<file path="src/rtl/niu32_io_responder.sv">
// rtl/niu32_io_responder.sv - Niu32 memory-mapped I/O target: HEX/LED registers, debounced KEY/SWITCH, key-press capture
module niu32_io_responder #(
    parameter int                    WORD_SIZE       = 32,
    parameter logic [WORD_SIZE-1:0]  ADDR_HEX        = 32'hFFFF0000,
    parameter logic [WORD_SIZE-1:0]  ADDR_LEDR       = 32'hFFFF0020,
    parameter logic [WORD_SIZE-1:0]  ADDR_LEDG       = 32'hFFFF0040,
    parameter logic [WORD_SIZE-1:0]  ADDR_KEY        = 32'hFFFF0100,
    parameter logic [WORD_SIZE-1:0]  ADDR_KEYEDGE    = 32'hFFFF0104,
    parameter logic [WORD_SIZE-1:0]  ADDR_SWITCH     = 32'hFFFF0120,
    parameter int                    DEBOUNCE_CYCLES = 16
) (
    input  logic                 clk,
    input  logic                 reset,
    input  logic                 req_valid,
    input  logic                 req_write,
    input  logic [WORD_SIZE-1:0] req_addr,
    input  logic [WORD_SIZE-1:0] req_wdata,
    output logic                 req_ready,
    output logic                 rsp_valid,
    output logic [WORD_SIZE-1:0] rsp_rdata,
    output logic                 rsp_err,
    input  logic [3:0]           KEY,
    input  logic [9:0]           SWITCH,
    output logic [15:0]          hex_out,
    output logic [9:0]           LEDR,
    output logic [7:0]           LEDG
);

    localparam int NIN = 14;
    localparam int CW  = $clog2(DEBOUNCE_CYCLES + 1);
    // Key synchronizers idle at 1 (released) so reset never looks like a press.
    localparam logic [NIN-1:0] SYNC_RST = {10'b0, 4'hF};

    typedef enum logic {IDLE, RESP} state_t;

    state_t           state, state_nxt;
    logic             alive;
    logic [NIN-1:0]   sync1, sync2, cond, deb, deb_nxt;
    logic [CW-1:0]    cnt     [NIN];
    logic [CW-1:0]    cnt_nxt [NIN];
    logic [3:0]       keyedge, keyedge_nxt, key_rise, edge_clr;
    logic             accept, rd_err, is_ro;
    logic [WORD_SIZE-1:0] rd_val;
    logic             unused_wdata;

    assign unused_wdata = &{1'b0, req_wdata[WORD_SIZE-1:16]};

    // Bits [3:0] are keys, [13:4] switches.
    always_ff @(posedge clk or negedge reset) begin
        if (!reset) begin
            sync1 <= SYNC_RST;
            sync2 <= SYNC_RST;
        end else begin
            sync1 <= {SWITCH, KEY};
            sync2 <= sync1;
        end
    end

    assign cond = {sync2[13:4], ~sync2[3:0]};

    always_comb begin
        deb_nxt = deb;
        for (int i = 0; i < NIN; i++) begin
            cnt_nxt[i] = '0;
            if (cond[i] != deb[i]) begin
                if (cnt[i] == CW'(DEBOUNCE_CYCLES - 1))
                    deb_nxt[i] = cond[i];
                else
                    cnt_nxt[i] = cnt[i] + CW'(1);
            end
        end
    end

    always_ff @(posedge clk or negedge reset) begin
        if (!reset) begin
            deb <= '0;
            for (int i = 0; i < NIN; i++) cnt[i] <= '0;
        end else begin
            deb <= deb_nxt;
            for (int i = 0; i < NIN; i++) cnt[i] <= cnt_nxt[i];
        end
    end

    assign key_rise  = deb_nxt[3:0] & ~deb[3:0];
    assign req_ready = alive && (state == IDLE);
    assign rsp_valid = (state == RESP);
    assign accept    = req_ready && req_valid;

    always_comb begin
        rd_val = '0;
        rd_err = 1'b0;
        is_ro  = 1'b0;
        case (req_addr)
            ADDR_HEX:     rd_val = {{(WORD_SIZE-16){1'b0}}, hex_out};
            ADDR_LEDR:    rd_val = {{(WORD_SIZE-10){1'b0}}, LEDR};
            ADDR_LEDG:    rd_val = {{(WORD_SIZE-8){1'b0}}, LEDG};
            ADDR_KEY:     begin rd_val = {{(WORD_SIZE-4){1'b0}}, deb[3:0]}; is_ro = 1'b1; end
            ADDR_KEYEDGE: rd_val = {{(WORD_SIZE-4){1'b0}}, keyedge};
            ADDR_SWITCH:  begin rd_val = {{(WORD_SIZE-10){1'b0}}, deb[13:4]}; is_ro = 1'b1; end
            default:      rd_err = 1'b1;
        endcase
        if (req_write && is_ro) rd_err = 1'b1;
    end

    // A press captured on the same edge as a clearing write must survive.
    always_comb begin
        edge_clr = 4'b0;
        if (accept && req_write && req_addr == ADDR_KEYEDGE) edge_clr = req_wdata[3:0];
        keyedge_nxt = (keyedge & ~edge_clr) | key_rise;
    end

    always_comb begin
        state_nxt = state;
        case (state)
            IDLE:    if (accept) state_nxt = RESP;
            RESP:    state_nxt = IDLE;
            default: state_nxt = IDLE;
        endcase
    end

    always_ff @(posedge clk or negedge reset) begin
        if (!reset) begin
            state     <= IDLE;
            alive     <= 1'b0;
            rsp_rdata <= '0;
            rsp_err   <= 1'b0;
            keyedge   <= 4'b0;
            hex_out   <= 16'b0;
            LEDR      <= 10'b0;
            LEDG      <= 8'b0;
        end else begin
            state     <= state_nxt;
            alive     <= 1'b1;
            keyedge   <= keyedge_nxt;
            rsp_rdata <= '0;
            rsp_err   <= 1'b0;
            if (accept) begin
                rsp_err <= rd_err;
                if (!req_write && !rd_err) rsp_rdata <= rd_val;
                if (req_write && !rd_err) begin
                    case (req_addr)
                        ADDR_HEX:  hex_out <= req_wdata[15:0];
                        ADDR_LEDR: LEDR    <= req_wdata[9:0];
                        ADDR_LEDG: LEDG    <= req_wdata[7:0];
                        default:   ;
                    endcase
                end
            end
        end
    end

endmodule

</file>
<file path="config.mk">
export PLATFORM = sky130hd
export DESIGN_NAME = niu32_io_responder
export DESIGN_NICKNAME = d
export VERILOG_FILES = /design/src/rtl/niu32_io_responder.sv
export SDC_FILE = /design/constraint.sdc
export NUM_CORES = 1
export LEC_CHECK = 0
export BUFFER_PORTS_ARGS = -buffer_cell sky130_fd_sc_hd__buf_4
export CAP_MARGIN = 30
export CORE_AREA = 2 2 131 159
export DETAILED_ROUTE_END_ITERATION = 16
export DIE_AREA = 0 0 133 161
export GPL_TIMING_DRIVEN = 0
export PLACE_DENSITY = 0.58
export SETUP_SLACK_MARGIN = 0.05
export SYNTH_ARGS = -nofsm -noshare
export SYNTH_HDL_FRONTEND = slang
export SYNTH_SLANG_ARGS = --single-unit
</file>
<file path="constraint.sdc">
create_clock -name clk -period 2.8 [get_ports clk]
set_input_delay 0.42 -clock clk [delete_from_list [all_inputs] [get_ports clk]]
set_output_delay 0.42 -clock clk [all_outputs]
set_load 0.01 [all_outputs]
</file>
==> impl_metrics.ini <==
[drt]
wl_um = 15900
first_iter_violations = 204
final_antenna_net_count = 0
dr.pass1.iters = 4
num_vias = 4715
drc_errors = 0
wl_per_cell_um = 16.2
vias_per_cell = 4.80

[sta]
min_period_over_period_pct = 91.1
rsz0062_at_grt = false
final_hold_viol_count = 0
holdWs_ns = 0.0970
tns_ns = 0
layout_min_cycle_time_ns = 2.55
fmax_mhz = 392
setup_violations = 0
worst_pin_slew_ns = 0.897
drv_slew = 0
maxSlewHeadroom_pct = 39.7
skew_ns = 0.00990

[synthesis]
avgSynthCellArea_sq_um = 12.9
postSynthCellCount = 548
ys_warn_count = 0
ys_seq_elements = 169
netlist_area_sq_um = 7080
yosysUniqueCellTypes = 49
seq_area_frac_synth_pct = 59.9

[grt]
grt_pass1_vias = 4981
grtUsageMet2_pct = 26.7
grt_use_total_pct = 15.5
grt-ovfl-total = 0
antenna_found_initial = 0
met1_usage_pct = 19.2
top_usage_layer = met2
grt_max_degree = 112
grt_pass1_wl_um = 25600
met3_usage_pct = 4.21

[critical_path]
r2r_setup_slack_ns = 0.51
end_kind = flop
worstPathRequired_ns = 3.10
start_kind = input port
crit_type = in2reg
worstPathMaxFanout = 10
critPathArrivalTime_ns = 2.85

[layout]
drive_gt1_share_pct = 33.3
final_area_sq_um = 8970
n_antenna_cell = 0
n_fill_cell = 1837
nNetsFinal = 800
area_delta_synth_final_pct = 26.8
final_cells = 982
mostFrequentLayoutCell = dfrtp_1
final_cell_mix = dfrtp_1 (161), buf_4 (132), nor2_1 (45), mux2_2 (45), xor2_1 (38)

[die]
io_pins = 151
die_width_um = 133
dieArea_sq_um = 21400
rows = 57
fp.dieH_um = 161
core_area_sq_um = 19900
start_util_pct = 35.6

[pwr]
ir_drop_v = 0.000401
p_leak_nw = 4.55
p_per_area_nw_per_um2 = 573
finalPower_mw = 5.14

[job]
cap_violations = 0

[clock_tree]
cts_root_buf = clkbuf_16
htreeDepth = 4
clk-insertion-delay-late_ns = 0.42
clockBufferDepth = 2
cts_resized = 0
holdBufCountCts = 1
path_clk_slew_ns = 0.07
cts_setup_buffers = 0
clkSinkCount = 169
cts_tree = yes
cts_buffers = 17

[place]
dpl.hpwl_um = 11400
dpl-instance-area_sq_um = 8390
place_congestion = 0.783
dp.cells = 948
io_buffer_count = 117

[outcome]
outcome = completed

[min_path]
min_path_type = in2reg
==> final timing paths <==
check | start | endpoint | depth (start not counted)
worst max register to register | rsp_valid$_DFF_PN0_ | hex_out[10]$_DFFE_PN0P_ | 5
worst min-delay path | SWITCH[6] | sync1[10]$_DFF_PN0_ | 1
max in group asynchronous | reset | sync1[12]$_DFF_PN0_ | 3
worst max-delay path | req_addr[2] | hex_out[10]$_DFFE_PN0P_ | 6
min in group asynchronous | reset | cnt[49]$_DFF_PN0_ | 2
worst min register to register | sync1[12]$_DFF_PN0_ | sync2[12]$_DFF_PN0_ | 0
==> cells in the mapped netlist (all sizes together) <==
cell type / count / area (sq um)
dfrtp: 161 / 4030
mux2: 46 / 518
nor2: 45 / 169
xor2: 38 / 333
and2: 31 / 194
nand3: 31 / 155
buf: 21 / 158
and3: 19 / 119
nand2: 17 / 63.8
ha: 14 / 175
o21ai: 14 / 70.1
dfstp: 8 / 210
mux2i: 8 / 80.1
or2: 8 / 50.1
nor4: 6 / 95.1
and4: 5 / 43.8
and4b: 5 / 50.1
clkbuf: 5 / 18.8
nand3b: 5 / 37.5
a21oi: 4 / 20.0
inv: 4 / 15.0
mux4: 4 / 90.1
nand4b: 4 / 35.0
nor3: 4 / 20.0
o21a: 4 / 30.0
o22ai: 4 / 25.0
o31ai: 4 / 30.0
o41ai: 4 / 35.0
xnor2: 4 / 35.0
nand4: 3 / 18.8
or4bb: 3 / 33.8
a22o: 2 / 17.5
conb: 2 / 7.51
nand4bb: 2 / 22.5
a31oi: 1 / 6.26
and3b: 1 / 8.76
nand2b: 1 / 6.26
nor2b: 1 / 6.26
nor3b: 1 / 7.51
nor4b: 1 / 15.0
o221ai: 1 / 8.76
or3: 1 / 6.26
or4: 1 / 7.51
==> cell type report <==
cell class | count | area (sq um) | share of cell area, %
Timing Repair Buffer | 122 | 945 | 10.5
Inverter | 4 | 15.0 | 0.167
Clock inverter | 6 | 66.3 | 0.739
Clock buffer | 26 | 499 | 5.56
Sequential cell | 169 | 4240 | 47.2
Tap cell | 265 | 332 | 3.69
Multi-Input combinational cell | 364 | 2700 | 30.1
Buffer | 26 | 176 | 1.97
==> registers in the layout (all words and copies together), names as in the netlist <==
name and cells:
cnt 70, hex_out 16, rsp_rdata 16, deb 14
sync1 14, sync2 14, LEDR 10, LEDG 8
keyedge 4, alive 1, rsp_err 1, rsp_valid 1
==> worst max-delay path, cell delays in order <==
cell and delay (ns):
buf_4 0.13, nor2_1 0.55, nand4_1 0.34, nor4_4 0.79
buf_6 0.27, mux2_2 0.35
==> power by group <==
part / internal, mW / switching (mW)
clock: 1.32 / 0.935
sequential: 2.52 / 0.0507
combinational: 0.150 / 0.167
total: 3.99 / 1.15
==> stage by stage <==
stage	setup WS (ns)	utilization, %
2_1_floorplan	0.643	-
3_3_place_gp	-0.155	41.9
3_5_place_dp	-0.182	42.2
4_1_cts	0.272	45.1
5_1_grt	0.176	45.1
6_report	0.249	45.1
==> metal layers <==
metal  vias up  part of all wire (%)
met1      2361                    42
met5         -                     0
met3        14                   5.2
li1       2209                     -
met2       131                    52
met4         0                   1.1
==> logic make-up after synthesis <==
family | after synthesis | share of synthesized area, %
xor+xnor | 42 | 5.20
compound gates | 38 | 3.43
mux | 58 | 9.72
simple gates | 195 | 16.5
fa+ha+maj | 14 | 2.48
other cells | 2 | 0.106
flops | 169 | 59.9
buf+inv | 30 | 2.71
No activity file was read; power rests on OpenSTA's default activity.
